==> src/rtl/keyboard_irq_fifo.sv <==
// Polled, debounced keyboard interrupt source that queues scan values in a small FIFO.
// Optional auto-repeat while a key is held: define KEYBOARD_REPEAT_EN.
module keyboard_irq_fifo #(
  parameter int unsigned DATA_W       = 16,
  parameter int unsigned POLL_PERIOD  = 1000000,
  parameter int unsigned DEBOUNCE     = 4,
  parameter int unsigned FIFO_DEPTH   = 4,
  parameter logic [3:0]  IRQ_INDEX    = 4'd1,
  parameter int unsigned REPEAT_POLLS = 32
) (
  input  logic                          clk,
  input  logic                          rst,
  input  logic                          keyDown,
  input  logic [DATA_W-1:0]             inputValue,
  input  logic                          intAck,
  output logic                          interruptSignal,
  output logic [3:0]                    interruptIndex,
  output logic [DATA_W-1:0]             data,
  output logic [$clog2(FIFO_DEPTH):0]   pending,
  output logic                          overflow
);

  localparam int unsigned TMR_W = $clog2(POLL_PERIOD);
  localparam int unsigned DB_W  = $clog2(DEBOUNCE + 1);
  localparam int unsigned AW    = $clog2(FIFO_DEPTH);
  localparam int unsigned CNT_W = AW + 1;

  typedef enum logic {RELEASED = 1'b0, PRESSED = 1'b1} state_t;

  logic [TMR_W-1:0]  r_timer;
  logic              w_tick;
  state_t            r_state, w_state_nxt;
  logic [DB_W-1:0]   r_db, w_db_nxt, w_db_inc;
  logic              w_press_push;
  logic              w_push;

  logic [DATA_W-1:0] r_mem [FIFO_DEPTH];
  logic [AW-1:0]     r_wr, r_rd, w_rd_inc;
  logic [CNT_W-1:0]  r_count, w_count_nxt;
  logic              w_full, w_empty, w_pop, w_wr_en;
  logic [DATA_W-1:0] r_data, w_head_nxt;
  logic              r_irq_n, w_irq_n_nxt;
  logic [3:0]        r_idx;
  logic              r_ovf;

  // Poll timer: one tick every POLL_PERIOD cycles
  assign w_tick = (r_timer == TMR_W'(POLL_PERIOD - 1));

  always_ff @(posedge clk or negedge rst) begin
    if (!rst)        r_timer <= '0;
    else if (w_tick) r_timer <= '0;
    else             r_timer <= r_timer + TMR_W'(1);
  end

  always_ff @(posedge clk or negedge rst) begin
    if (!rst) begin
      r_state <= RELEASED;
      r_db    <= '0;
    end else begin
      r_state <= w_state_nxt;
      r_db    <= w_db_nxt;
    end
  end

  assign w_db_inc = r_db + DB_W'(1);

  // Debounce: DEBOUNCE consecutive equal samples flip the key state
  always_comb begin
    w_state_nxt  = r_state;
    w_db_nxt     = r_db;
    w_press_push = 1'b0;
    if (w_tick) begin
      case (r_state)
        RELEASED: begin
          if (!keyDown) begin
            if (w_db_inc >= DB_W'(DEBOUNCE)) begin
              w_state_nxt  = PRESSED;
              w_db_nxt     = '0;
              w_press_push = 1'b1;
            end else begin
              w_db_nxt = w_db_inc;
            end
          end else begin
            w_db_nxt = '0;
          end
        end
        PRESSED: begin
          if (keyDown) begin
            if (w_db_inc >= DB_W'(DEBOUNCE)) begin
              w_state_nxt = RELEASED;
              w_db_nxt    = '0;
            end else begin
              w_db_nxt = w_db_inc;
            end
          end else begin
            w_db_nxt = '0;
          end
        end
        default: begin
          w_state_nxt = RELEASED;
          w_db_nxt    = '0;
        end
      endcase
    end
  end

`ifdef KEYBOARD_REPEAT_EN
  localparam int unsigned REP_W = $clog2(REPEAT_POLLS + 1);

  logic [REP_W-1:0] r_rep, w_rep_nxt, w_rep_inc;
  logic             w_rep_push;

  assign w_rep_inc = r_rep + REP_W'(1);

  // Held key: a new event every REPEAT_POLLS pressed ticks
  always_comb begin
    w_rep_nxt  = r_rep;
    w_rep_push = 1'b0;
    if (w_tick) begin
      if (r_state == PRESSED && !keyDown) begin
        if (w_rep_inc >= REP_W'(REPEAT_POLLS)) begin
          w_rep_nxt  = '0;
          w_rep_push = 1'b1;
        end else begin
          w_rep_nxt = w_rep_inc;
        end
      end else begin
        w_rep_nxt = '0;
      end
    end
  end

  always_ff @(posedge clk or negedge rst) begin
    if (!rst) r_rep <= '0;
    else      r_rep <= w_rep_nxt;
  end

  assign w_push = w_press_push | w_rep_push;
`else
  assign w_push = w_press_push;
`endif

  assign w_full      = (r_count == CNT_W'(FIFO_DEPTH));
  assign w_empty     = (r_count == '0);
  assign w_pop       = intAck && !r_irq_n && !w_empty;
  assign w_wr_en     = w_push && (!w_full || w_pop);
  assign w_count_nxt = r_count + CNT_W'(w_wr_en) - CNT_W'(w_pop);
  assign w_rd_inc    = r_rd + AW'(1);
  assign w_irq_n_nxt = !(!w_empty && !w_pop);

  // Head value as it will look after this edge, so data is a plain register
  always_comb begin
    w_head_nxt = r_mem[r_rd];
    if (w_count_nxt == '0)
      w_head_nxt = '0;
    else if (w_empty || (w_pop && r_count == CNT_W'(1)))
      w_head_nxt = inputValue;
    else if (w_pop)
      w_head_nxt = r_mem[w_rd_inc];
  end

  always_ff @(posedge clk) begin
    if (w_wr_en) r_mem[r_wr] <= inputValue;
  end

  always_ff @(posedge clk or negedge rst) begin
    if (!rst) begin
      r_wr    <= '0;
      r_rd    <= '0;
      r_count <= '0;
      r_data  <= '0;
      r_irq_n <= 1'b1;
      r_idx   <= '0;
      r_ovf   <= 1'b0;
    end else begin
      if (w_wr_en) r_wr <= r_wr + AW'(1);
      if (w_pop)   r_rd <= w_rd_inc;
      r_count <= w_count_nxt;
      r_data  <= w_head_nxt;
      r_irq_n <= w_irq_n_nxt;
      r_idx   <= w_irq_n_nxt ? 4'd0 : IRQ_INDEX;
      if (w_push && w_full && !w_pop) r_ovf <= 1'b1;
    end
  end

  assign interruptSignal = r_irq_n;
  assign interruptIndex  = r_idx;
  assign data            = r_data;
  assign pending         = r_count;
  assign overflow        = r_ovf;

endmodule

==> config.mk <==
export PLATFORM = sky130hd
export DESIGN_NAME = keyboard_irq_fifo
export DESIGN_NICKNAME = d
export VERILOG_FILES = /design/src/rtl/keyboard_irq_fifo.sv
export SDC_FILE = /design/constraint.sdc
export NUM_CORES = 1
export LEC_CHECK = 0
export BUFFER_PORTS_ARGS = -buffer_cell sky130_fd_sc_hd__buf_2
export CAP_MARGIN = 20
export CORE_MARGIN = 8
export CORE_UTILIZATION = 56
export DETAILED_ROUTE_END_ITERATION = 16
export PLACE_DENSITY = 0.71
export REMOVE_ABC_BUFFERS = 1
export SYNTH_ARGS = -nofsm -noshare
export SYNTH_HDL_FRONTEND = slang
export SYNTH_SLANG_ARGS = --single-unit
==> constraint.sdc <==
create_clock -name clk -period 4.1 [get_ports clk]
set_input_delay 0.615 -clock clk [delete_from_list [all_inputs] [get_ports clk]]
set_output_delay 0.615 -clock clk [all_outputs]
set_load 0.01 [all_outputs]
==> results.md, run 1 <==
* Rel. slew slack at 33.1%
* RD Place Congestion at 0.822
* First-pass GRT wire length at 19600 um
* Ys Warns at 0
* Max Clk Rate at 278 MHz
* Number of vias per cell at 5.97
* Final antenna-violating net count at 0
* Largest net degree at the start of global routing at 51
* Die ar. at 0.0129 sq mm
* Post-synth ARST share at 43.9%
* Placed wire-length estimate at 7260 um
* Number of diodes at 0
* CP arrival at 4.01 ns
* Post-CTS Hold Buffers at 0
* Slew Viols, Final at 0
* RSZ-0062 raised after global routing: false
* FP Rows at 35
* Clock Pin Slew Worst Setup and Hold Paths at 0.06 ns
* Maxcap violations at 0
* Place WS at 0.552 ns
* Worst-Margin Slew at 1.00 ns
* Clk_lat worst skew at 0.51 ns
* Mean Syn Cell Area at 12.5 sq um
* CTS max path bufs at 2
* CTS tree: built
* Final setup viols at 0
* Num CTS Buffers at 17
* Fin crit period at 3.59 ns
* Postcts setup bufs at 0
* I/O pin count at 45
* Worst Hold Class: input port to async pin
* Worst setup path category: register to register
* Synth Instances at 426
* Total number of vias at 3637
* WP buf/inv at 3
* Critical Path RT at 4.52 ns
* GRT Total Usage at 19.7%
* Initial DRT Pass Iterations at 5
* Iteration-0 DRC Markers at 253
* Inst Count DP at 577
* Slowest stage delay, CP at 0.55 ns
* Crit share post-route at 87.7%
* LEAKAGE at 2.43 nW
* Count of input and output buffers at 41
* Fin Clk Skew at 0.0121 ns
* Clk root buf: clkbuf_8
* Antenna violations before repair at 0
* Die width at 113 um
* Synthesis-to-layout area growth at 18.0%
* Post-route DRC at 0
* Resized cells post-CTS at 0
* GRT overflow at 0
* Cell Pwr Density at 719 mW/mm^2
* Clk sinks at 114
* Ys flop type: edfxtp_1
* Outcome: completed
* Non-filler cells, final at 609
* Yosys reg bits at 114
* Max rail drop VDD at 0.000366 V
* Initial core utilization at 57.6%
* H-tree Lvls at 4
* Final Hold Violating Endpoints at 0
* Post-synthesis cell area at 0.00532 sq mm
* Layout cells sized above 1 at 21.7%
* Worst-path cell with the longest stage delay: or4_4
* Die Ht at 113 um
* Number of flops mapped to enable cells by yosys at 64
* Setup ws final at 0.505 ns
* Worst path cell trace: or4_4 -> nor2_4 -> nand4_4 -> nor3b_4 -> inv_1 -> ha_1 -> inv_1 -> ha_1 -> fa_1 -> xnor2_1 -> xnor2_1 -> nor3_2 -> buf_4 -> a211oi_1
* Sequential area share after synthesis at 59.7%
* Critical path peak fanout at 16
* Family with the most delay on the worst path: simple AND/OR/NAND/NOR gates
* # fillers at 649
* Core ar. at 0.00924 sq mm
* Fin nets at 496
* Netlist cell types at 56
* CP Capture Type: register
* CP Launch Type: register
* Wire per inst at 19.7 um
* Vias in the first global route at 3760
* Routed WL at 12000 um
## cell usage after synthesis (8+ instances only)
| cell type | instances | share of area [%] |
|---|---|---|
| nand3_1 | 8 | 0.75 |
| nor2_1 | 30 | 2.1 |
| ha_1 | 8 | 1.9 |
| mux2i_1 | 16 | 3.0 |
| clkbuf_1 | 12 | 0.85 |
| dfrtp_1 | 49 | 23 |
| a211o_1 | 13 | 2.1 |
| o211ai_1 | 19 | 2.7 |
| edfxtp_1 | 64 | 36 |
| nand4_1 | 26 | 3.1 |
| nor3b_1 | 12 | 1.7 |
| inv_1 | 9 | 0.64 |
| xnor2_1 | 16 | 2.6 |
| nor3_1 | 20 | 1.9 |
| nand2_1 | 28 | 2.0 |
| buf_2 | 10 | 0.94 |
| a211oi_1 | 8 | 1.1 |
## stage by stage
step	power (mW)	util, %	instance area, sq um	hold slack, ns	TNS, ns
6_report	4.51	67.9	6280	0.218	0
5_1_grt	4.72	67.9	6280	0.279	0
4_1_cts	4.53	67.9	6280	0.241	0
3_5_place_dp	2.86	60.7	5610	0.475	0
3_3_place_gp	2.82	60.7	5610	0.469	0
2_1_floorplan	2.37	-	5160	0.319	-4.97
## state kept, by name, summed over array words and instances (netlist names), named ones only
signal,cells
data,16
interruptIndex,1
interruptSignal,1
overflow,1
pending,3
r_db,3
r_mem,64
r_rd,2
r_timer,20
r_wr,2
## path summary, 6_finish.rpt
| check | to | slack (ns) | cells past startpoint | from |
|---|---|---|---|---|
| worst min-delay path | data[13] | 0.22 | 2 | rst |
| worst max-delay path | data[14] | 0.51 | 14 | r_timer[8] |
| worst min register to register | r_timer[0] | 0.48 | 1 | r_timer[0] |
| worst max register to register | data[14] | 0.51 | 14 | r_timer[8] |
| max in group asynchronous | pending[1] | 3.41 | 2 | rst |
| min in group clk | register | 0.33 | 2 | keyDown |
## per-layer routing
layer	up-vias	track usage (%)	share of wire, %
met5	-	0	0
met4	0	8.53	1.6
met2	127	33.6	52
met1	1812	22.8	40
li1	1680	-	-
met3	18	5.65	5.9
## cell usage in the layout (no fill, tap or decap), types with 2 or more instances in the layout
| master | instances |
|---|---|
| edfxtp_1 | 64 |
| dfrtp_1 | 49 |
| buf_2 | 41 |
| nor2_1 | 30 |
| nand2_1 | 28 |
| nand4_1 | 26 |
| nor3_1 | 19 |
| o211ai_1 | 19 |
| xnor2_1 | 16 |
| mux2i_1 | 16 |
| clkbuf_16 | 16 |
| a211o_1 | 13 |
| nor3b_1 | 12 |
| buf_4 | 10 |
| inv_1 | 9 |
| a211oi_1 | 8 |
| nand3_1 | 8 |
| ha_1 | 8 |
| o21ai_0 | 7 |
| xor2_1 | 7 |
| a21oi_1 | 6 |
| and2_1 | 6 |
| bufinv_16 | 6 |
| mux4_2 | 4 |
| clkbuf_8 | 4 |
| mux2_2 | 3 |
| a221oi_1 | 3 |
| conb_1 | 3 |
| or3_1 | 2 |
| nor3_2 | 2 |
| nor4_1 | 2 |
| and3_1 | 2 |
| o31ai_1 | 2 |
| clkbuf_1 | 2 |
| clkinvlp_4 | 2 |
## power by group
part / leakage, nW / total [mW] / switching (mW) / internal, mW
combinational: 0.926 / 1.39 / 0.817 / 0.569
clock: 0.319 / 1.66 / 0.503 / 1.15
sequential: 1.19 / 1.47 / 0.120 / 1.35
total: 2.43 / 4.51 / 1.44 / 3.07
## cells by family (layout without fill, tap and decap cells)
| kind of cell | Yosys count | in the layout | share of synthesized area [%] |
|---|---|---|---|
| compound gates | 63 | 63 | 8.75 |
| xor+xnor | 23 | 23 | 3.79 |
| fa+ha+maj | 9 | 9 | 2.26 |
| buf+inv | 41 | 93 | 3.81 |
| flops | 114 | 114 | 59.7 |
| mux | 24 | 24 | 5.62 |
| other cells | 1 | 3 | 0.0705 |
| simple gates | 151 | 151 | 16.0 |
## final cells by class
class                   count  area [sq um]  area share, %
clock inverters            10           204           3.25
well taps                 129           161           2.57
repair buffers             51           280           4.46
clock buffers              22           463           7.37
multi-input cells         273          1960           31.2
flip-flops and latches    114          3170           50.6
inverters                  10          37.5          0.598
## worst register-to-register path, delay by kind of cell, from the launching register on
| kind | cells | cell delay [ns] |
|---|---|---|
| AO/OA/AOI/OAI | 1 | 0.23 |
| buffers and inverters | 3 | 0.34 |
| flip-flops | 1 | 0.40 |
| adder cells (fa/ha/maj) | 3 | 0.85 |
| XOR/XNOR | 2 | 0.42 |
| AND/OR/NAND/NOR | 5 | 1.28 |
No activity file was read; power rests on OpenSTA's default activity.
==> inputs of run 2 (changes only) <==
Settings changed: CORE_MARGIN 8 to unset.
==> results.md, run 2 (synthesis results as in run 1) <==
* Critical Path RT at 4.52 ns (about the same)
* Slew Viols, Final at 0 (unchanged)
* Clock Pin Slew Worst Setup and Hold Paths at 0.06 ns (about the same)
* Largest reg by FF count: r_mem
* Wire per inst at 18.8 um (-4.4%)
* Placed wire-length estimate at 6850 um (-5.6%)
* Number of vias per cell at 6.06 (+1.4%)
* Worst Hold Class: input port to async pin
* Largest net degree at the start of global routing at 51 (unchanged)
* Core ar. at 0.00924 sq mm (unchanged)
* Resized cells post-CTS at 0 (unchanged)
* Final Hold Violating Endpoints at 0 (unchanged)
* Clk root buf: clkbuf_8
* Layout cells sized above 1 at 22.1% (+0.46 points)
* GR Util met2 at 42.1% (+8.5 points)
* R2R setup slack at 0.54 ns (+0.04 ns)
* Most frequent cells in the layout: edfxtp_1, dfrtp_1, buf_2
* Vias in the first global route at 3780 (+0.53%)
* Final Cell Area at 0.00619 sq mm (-1.5%)
* Worst path cell trace: or4_4 -> nor2_4 -> nand4_4 -> nor3b_4 -> inv_1 -> ha_1 -> inv_1 -> ha_1 -> fa_1 -> xnor2_1 -> xnor2_1 -> nor3_2 -> buf_4 -> nor3_1
* Non-filler cells, final at 608 (-0.16%)
* Slowest stage delay, CP at 0.56 ns (about the same)
* Most common cell after layout, fill and taps aside: edfxtp_1
* Fin Clk Skew at 0.00708 ns (-0.00504 ns)
* Iteration-0 DRC Markers at 374 (+48%)
* CTS tree: built
* Die Ht at 99.5 um (-12%)
* Die ar. at 0.00989 sq mm (-23%)
* Cell Pwr Density at 691 mW/mm^2 (-4.0%)
* Rel. slew slack at 29.4% (-3.7 points)
* Max Clk Rate at 281 MHz (+1.1%)
* Reg2reg start: r_timer[8]
* I/O pin count at 45 (unchanged)
* RSZ-0062 raised after global routing: false
* GR Util met3 at 4.71% (-0.94 points)
* CTS max path bufs at 2 (unchanged)
* Inst Count DP at 576 (-0.17%)
* Max rail drop VDD at 0.000311 V (-15%)
* Worst-Margin Slew at 1.06 ns (+0.0551 ns)
* End of the worst register-to-register path: data[7]
* Number of diodes at 0 (unchanged)
* Busiest grt layer: met2
* Fin nets at 495 (-0.20%)
* Count of input and output buffers at 41 (unchanged)
* Worst-path cell with the longest stage delay: or4_4
* Postcts setup bufs at 0 (unchanged)
* Place WS at 0.563 ns (+0.0111 ns)
* Fin crit period at 3.56 ns (-0.0393 ns)
* FP Rows at 35 (unchanged)
* Worst setup path category: register to register
* GR met1 Demand/Resource at 30.4% (+7.6 points)
* Number of flip-flops in the largest register at 64 (unchanged)
* Reg2Reg Depth at 14 (unchanged)
* Routed WL at 11500 um (-4.6%)
* # fillers at 669 (+3.1%)
* First-pass GRT wire length at 18400 um (-6.0%)
* Initial DRT Pass Iterations at 5 (unchanged)
* Maxcap violations at 0 (unchanged)
* Placed cell area at 0.00560 sq mm (-0.13%)
* Num CTS Buffers at 17 (unchanged)
* Outcome: completed
* Total number of vias at 3683 (+1.3%)
* Final antenna-violating net count at 0 (unchanged)
* CP arrival at 3.98 ns (-0.03 ns)
* Post-route DRC at 0 (unchanged)
* Crit share post-route at 86.7% (-0.96 points)
* Synthesis-to-layout area growth at 16.3%
* Setup ws final at 0.545 ns (+0.0393 ns)
* Clk_lat worst skew at 0.52 ns (about the same)
* GRT overflow at 0 (unchanged)
* Die width at 99.5 um (-12%)
* Final setup viols at 0 (unchanged)
* Critical path peak fanout at 16 (unchanged)
* Antenna violations before repair at 0 (unchanged)
* GRT Total Usage at 25.0% (+5.3 points)
* Post-CTS Hold Buffers at 0 (unchanged)
* LEAKAGE at 2.38 nW (-2.2%)
* CP Launch Type: register
* CP Capture Type: register
* Initial core utilization at 57.6% (unchanged)
* H-tree Lvls at 4 (unchanged)
* RD Place Congestion at 0.795 (-3.3%)
* Clk sinks at 114 (unchanged)
run 2: area by class of cell:
| type | instances | area [sq um] | area share (%) |
|---|---|---|---|
| Sequential cell | 114 | 3170 | 51.3 |
| Multi-Input combinational cell | 273 | 1960 | 31.6 |
| Clock buffer | 18 | 428 | 6.92 |
| Timing Repair Buffer | 50 | 273 | 4.41 |
| Tap cell | 129 | 161 | 2.61 |
| Clock inverter | 14 | 155 | 2.51 |
| Inverter | 10 | 37.5 | 0.607 |
run 2: stage by stage:
stage / setup TNS [ns] / util, % / total power [mW] / hold WS [ns]
after floorplan: -4.97 / - / 2.37 / 0.319
after global placement: 0 / 60.6 / 2.80 / 0.469
after detailed placement: 0 / 60.6 / 2.86 / 0.477
after CTS: 0 / 66.9 / 4.29 / 0.242
after global routing: 0 / 66.9 / 4.47 / 0.273
final: 0 / 66.9 / 4.27 / 0.218
run 2: worst max-delay path, delay by kind of cell (launching register included):
kind                       cells  cell delay (ns)
xor gates and xnor gates       2             0.37
adders and majority gates      3             0.84
buffers and inverters          3             0.33
DFF                            1             0.40
and+or+nand+nor                6             1.51
run 2: report_power, final:
| part | internal [mW] | leakage [nW] | switching, mW |
|---|---|---|---|
| logic | 0.561 | 0.921 | 0.830 |
| clock network | 0.885 | 0.270 | 0.536 |
| registers | 1.35 | 1.19 | 0.109 |
| total | 2.80 | 2.38 | 1.48 |
run 2: how the worst max path moves through the flow:
stage | depth (start not counted) | to | slack (ns) | start
6_report | 14 | data[7] | 0.54 | r_timer[8]
5_1_grt | 14 | data[12] | 0.36 | r_timer[8]
4_1_cts | 14 | data[10] | 0.56 | r_timer[8]
3_5_place_dp | 14 | data[10] | 0.56 | r_timer[8]
3_3_place_gp | 14 | data[14] | 0.68 | r_timer[8]
2_1_floorplan | 12 | data[0] | -0.32 | intAck
run 2: layer usage:
| metal | up-vias | share of wire (%) |
|---|---|---|
| met5 | - | 0 |
| met4 | 0 | 2.1 |
| met3 | 25 | 5.7 |
| met2 | 146 | 52 |
| met1 | 1834 | 41 |
| li1 | 1678 | - |
==> inputs of run 3 (changes only) <==
Settings changed: CELL_PAD_IN_SITES_DETAIL_PLACEMENT set to 0, CELL_PAD_IN_SITES_GLOBAL_PLACEMENT set to 2, CORE_UTILIZATION 56 to 41, PLACE_DENSITY 0.71 to 0.75, RECOVER_POWER set to 50.
Clock period 4.1 ns to 4 ns, I/O delays scaled along.
==> results.md, run 3 (synthesis results as in run 1) <==
* Failing checks: capacitance limit, slew limit
* Slowest stage delay, CP at 0.56 ns (about the same)
* CP arrival at 3.82 ns (-0.16 ns)
* Area of the multi-input gates at 0.00195 sq mm (-0.45%)
* Layout cells sized above 1 at 17.2% (-5.0 points)
* Fin nets at 505 (+2.0%)
* Most frequent cells in the layout: edfxtp_1, dfrtp_1, nor2_1
* Wire per inst at 19.2 um (+1.7%)
* GRT overflow at 0 (unchanged)
* Inst Count DP at 628 (+9.0%)
* H-tree Lvls at 4 (unchanged)
* Largest reg by FF count: r_mem
* # fillers at 1152 (+72%)
* Flop pwr share at 33.5% (-0.7 points)
* CTS tree: built
* Non-filler cells, final at 661 (+8.7%)
* Worst-Margin Slew at 1.67 ns (+0.609 ns)
* Internal power at 2.98 mW (+6.5%)
* Clock Power Share at 33.1% (-0.2 points)
* Critical Path RT at 4.28 ns (-0.24 ns)
* Worst-path cell with the longest stage delay: or4_4
* Antenna violations before repair at 0 (unchanged)
* Slew Viols, Final at 29 (+29)
* Most common cell after layout, fill and taps aside: edfxtp_1
* Routed WL at 12700 um (+11%)
* Final Cell Area at 0.00628 sq mm (+1.5%)
* Total number of vias at 3639 (-1.2%)
* Clk_lat worst skew at 0.41 ns (-0.11 ns)
* Critical path peak fanout at 7 (-9)
* Num CTS Buffers at 17 (unchanged)
* Hold_ws at 0.427 ns (+0.209 ns)
* Fin crit period at 3.55 ns (-0.00643 ns)
* Net Sw Frac at 33.5% (-1.0 points)
* Worst path cell trace: or4_4 -> nor2_4 -> nand4_4 -> nor3b_4 -> inv_1 -> ha_1 -> inv_1 -> ha_1 -> fa_1 -> xnor2_1 -> xnor2_1 -> nor3_2 -> buf_4 -> nor3_1
* First-pass GRT wire length at 20100 um (+9.3%)
* Rel. slew slack at -11.0% (-40 points)
* Final Hold Violating Endpoints at 0 (unchanged)
* Cell Pwr Density at 714 mW/mm^2 (+3.3%)
* Final setup viols at 0 (unchanged)
* CP Launch Type: register
* Die Ht at 116 um (+17%)
* WP buf/inv at 3 (unchanged)
* Worst setup path category: register to register
* Final antenna-violating net count at 0 (unchanged)
* Postcts setup bufs at 0 (unchanged)
* Outcome: finished, violations left
* GRT Total Usage at 20.7% (-4.4 points)
* Total power at 4.48 mW (+4.9%)
* Number of flip-flops in the largest register at 64 (unchanged)
* Die ar. at 0.0134 sq mm (+36%)
* Worst Hold Class: input port to register
* Clk sinks at 114 (unchanged)
* Max rail drop VDD at 0.000267 V (-14%)
* Resized cells post-CTS at 0 (unchanged)
* RD Place Congestion at 0.753 (-5.3%)
* Count of input and output buffers at 41 (unchanged)
* Post-CTS Hold Buffers at 0 (unchanged)
* Fin Clk Skew at 0.00917 ns (+0.00208 ns)
* Combinational share of power at 33.4% (+0.8 points)
* Largest net degree at the start of global routing at 38 (-25%)
* Crit share post-route at 88.7% (+2.0 points)
* Number of diodes at 0 (unchanged)
* Clock Pin Slew Worst Setup and Hold Paths at 0.05 ns (about the same)
* Initial DRT Pass Iterations at 4 (-1)
* Iteration-0 DRC Markers at 302 (-19%)
* Placed wire-length estimate at 7910 um (+15%)
* RSZ-0062 raised after global routing: false
* FP Rows at 41 (+17%)
* Clk root buf: clkbuf_16
* Maxcap violations at 1 (+1)
* Vias in the first global route at 3741 (-1.0%)
* Psw at 1.50 mW (+1.8%)
* Max Clk Rate at 282 MHz (+0.18%)
* Initial core utilization at 42.1% (-15 points)
* Family with the most delay on the worst path: simple AND/OR/NAND/NOR gates
* Die width at 116 um (+17%)
* Placed cell area at 0.00572 sq mm (+2.2%)
* Core ar. at 0.0126 sq mm (+37%)
* LEAKAGE at 2.38 nW (about the same)
* CP Capture Type: register
* I/O pin count at 45 (unchanged)
* CTS max path bufs at 2 (unchanged)
* Synthesis-to-layout area growth at 18.0%
* Post-route DRC at 0 (unchanged)
* Register Area at 0.00317 sq mm (unchanged)
* Number of vias per cell at 5.51 (-9.1%)
-- run 3: cell count changes in the layout (fill, tap and decap cells not counted), moves of 3 or more --
| cell | delta |
|---|---|
| buf_4 | +9 |
| clkinvlp_4 | -5 |
| buf_2 | -23 |
| clkinv_4 | -3 |
| inv_6 | -3 |
| clkbuf_1 | +29 |
| clkbuf_8 | +3 |
-- run 3: routing by layer --
metal,vias up,global-route usage [%],wire length [um]
li1,1689,-,-
met1,1819,26.8,5740
met2,112,32.2,6080
met3,19,5.23,625
met4,0,10.4,216
met5,-,0,0
-- run 3: worst paths after layout --
path	start	to	slack, ns	cells after the start
worst max register to register	r_timer[8]	data[7]	0.45	14
worst min register to register	overflow	overflow	0.47	1
max in group asynchronous	rst	data[2]	1.45	2
min in group asynchronous	rst	interruptIndex[0]	0.62	1
worst min-delay path	keyDown	register	0.43	2
worst max-delay path	r_timer[8]	data[7]	0.45	14
-- run 3: stage by stage --
| step | setup WS [ns] | utilization [%] | TNS [ns] |
|---|---|---|---|
| floorplan | -0.401 | - | -6.33 |
| global placement | 0.503 | 45.4 | 0 |
| detailed placement | 0.465 | 45.4 | 0 |
| CTS | 0.438 | 50.0 | 0 |
| global route | 0.264 | 49.7 | 0 |
| finish | 0.451 | 49.7 | 0 |
-- run 3: area by class of cell --
type                    instances  area share (%)
well taps                     172            3.43
clock buffers                  27            8.17
inverters                      10           0.598
clock inverters                 5            1.18
flip-flops and latches        114            50.6
multi-input cells             273            31.0
repair buffers                 60            5.02
-- run 3: power groups by stage --
stage	clock network (mW)	logic (mW)	registers [mW]
final	1.48	1.49	1.50
after global routing	1.57	1.64	1.52
after CTS	1.51	1.50	1.50
after detailed placement	0	1.49	1.52
after global placement	0	1.47	1.52
after floorplan	0	0.813	1.61
-- run 3: worst reg2reg max path: cells and delay by family (launching register included) --
family	cells	cell delay [ns]
buffers and inverters	3	0.36
adders and majority gates	3	0.81
and+or+nand+nor	6	1.53
xor gates and xnor gates	2	0.30
DFF	1	0.40
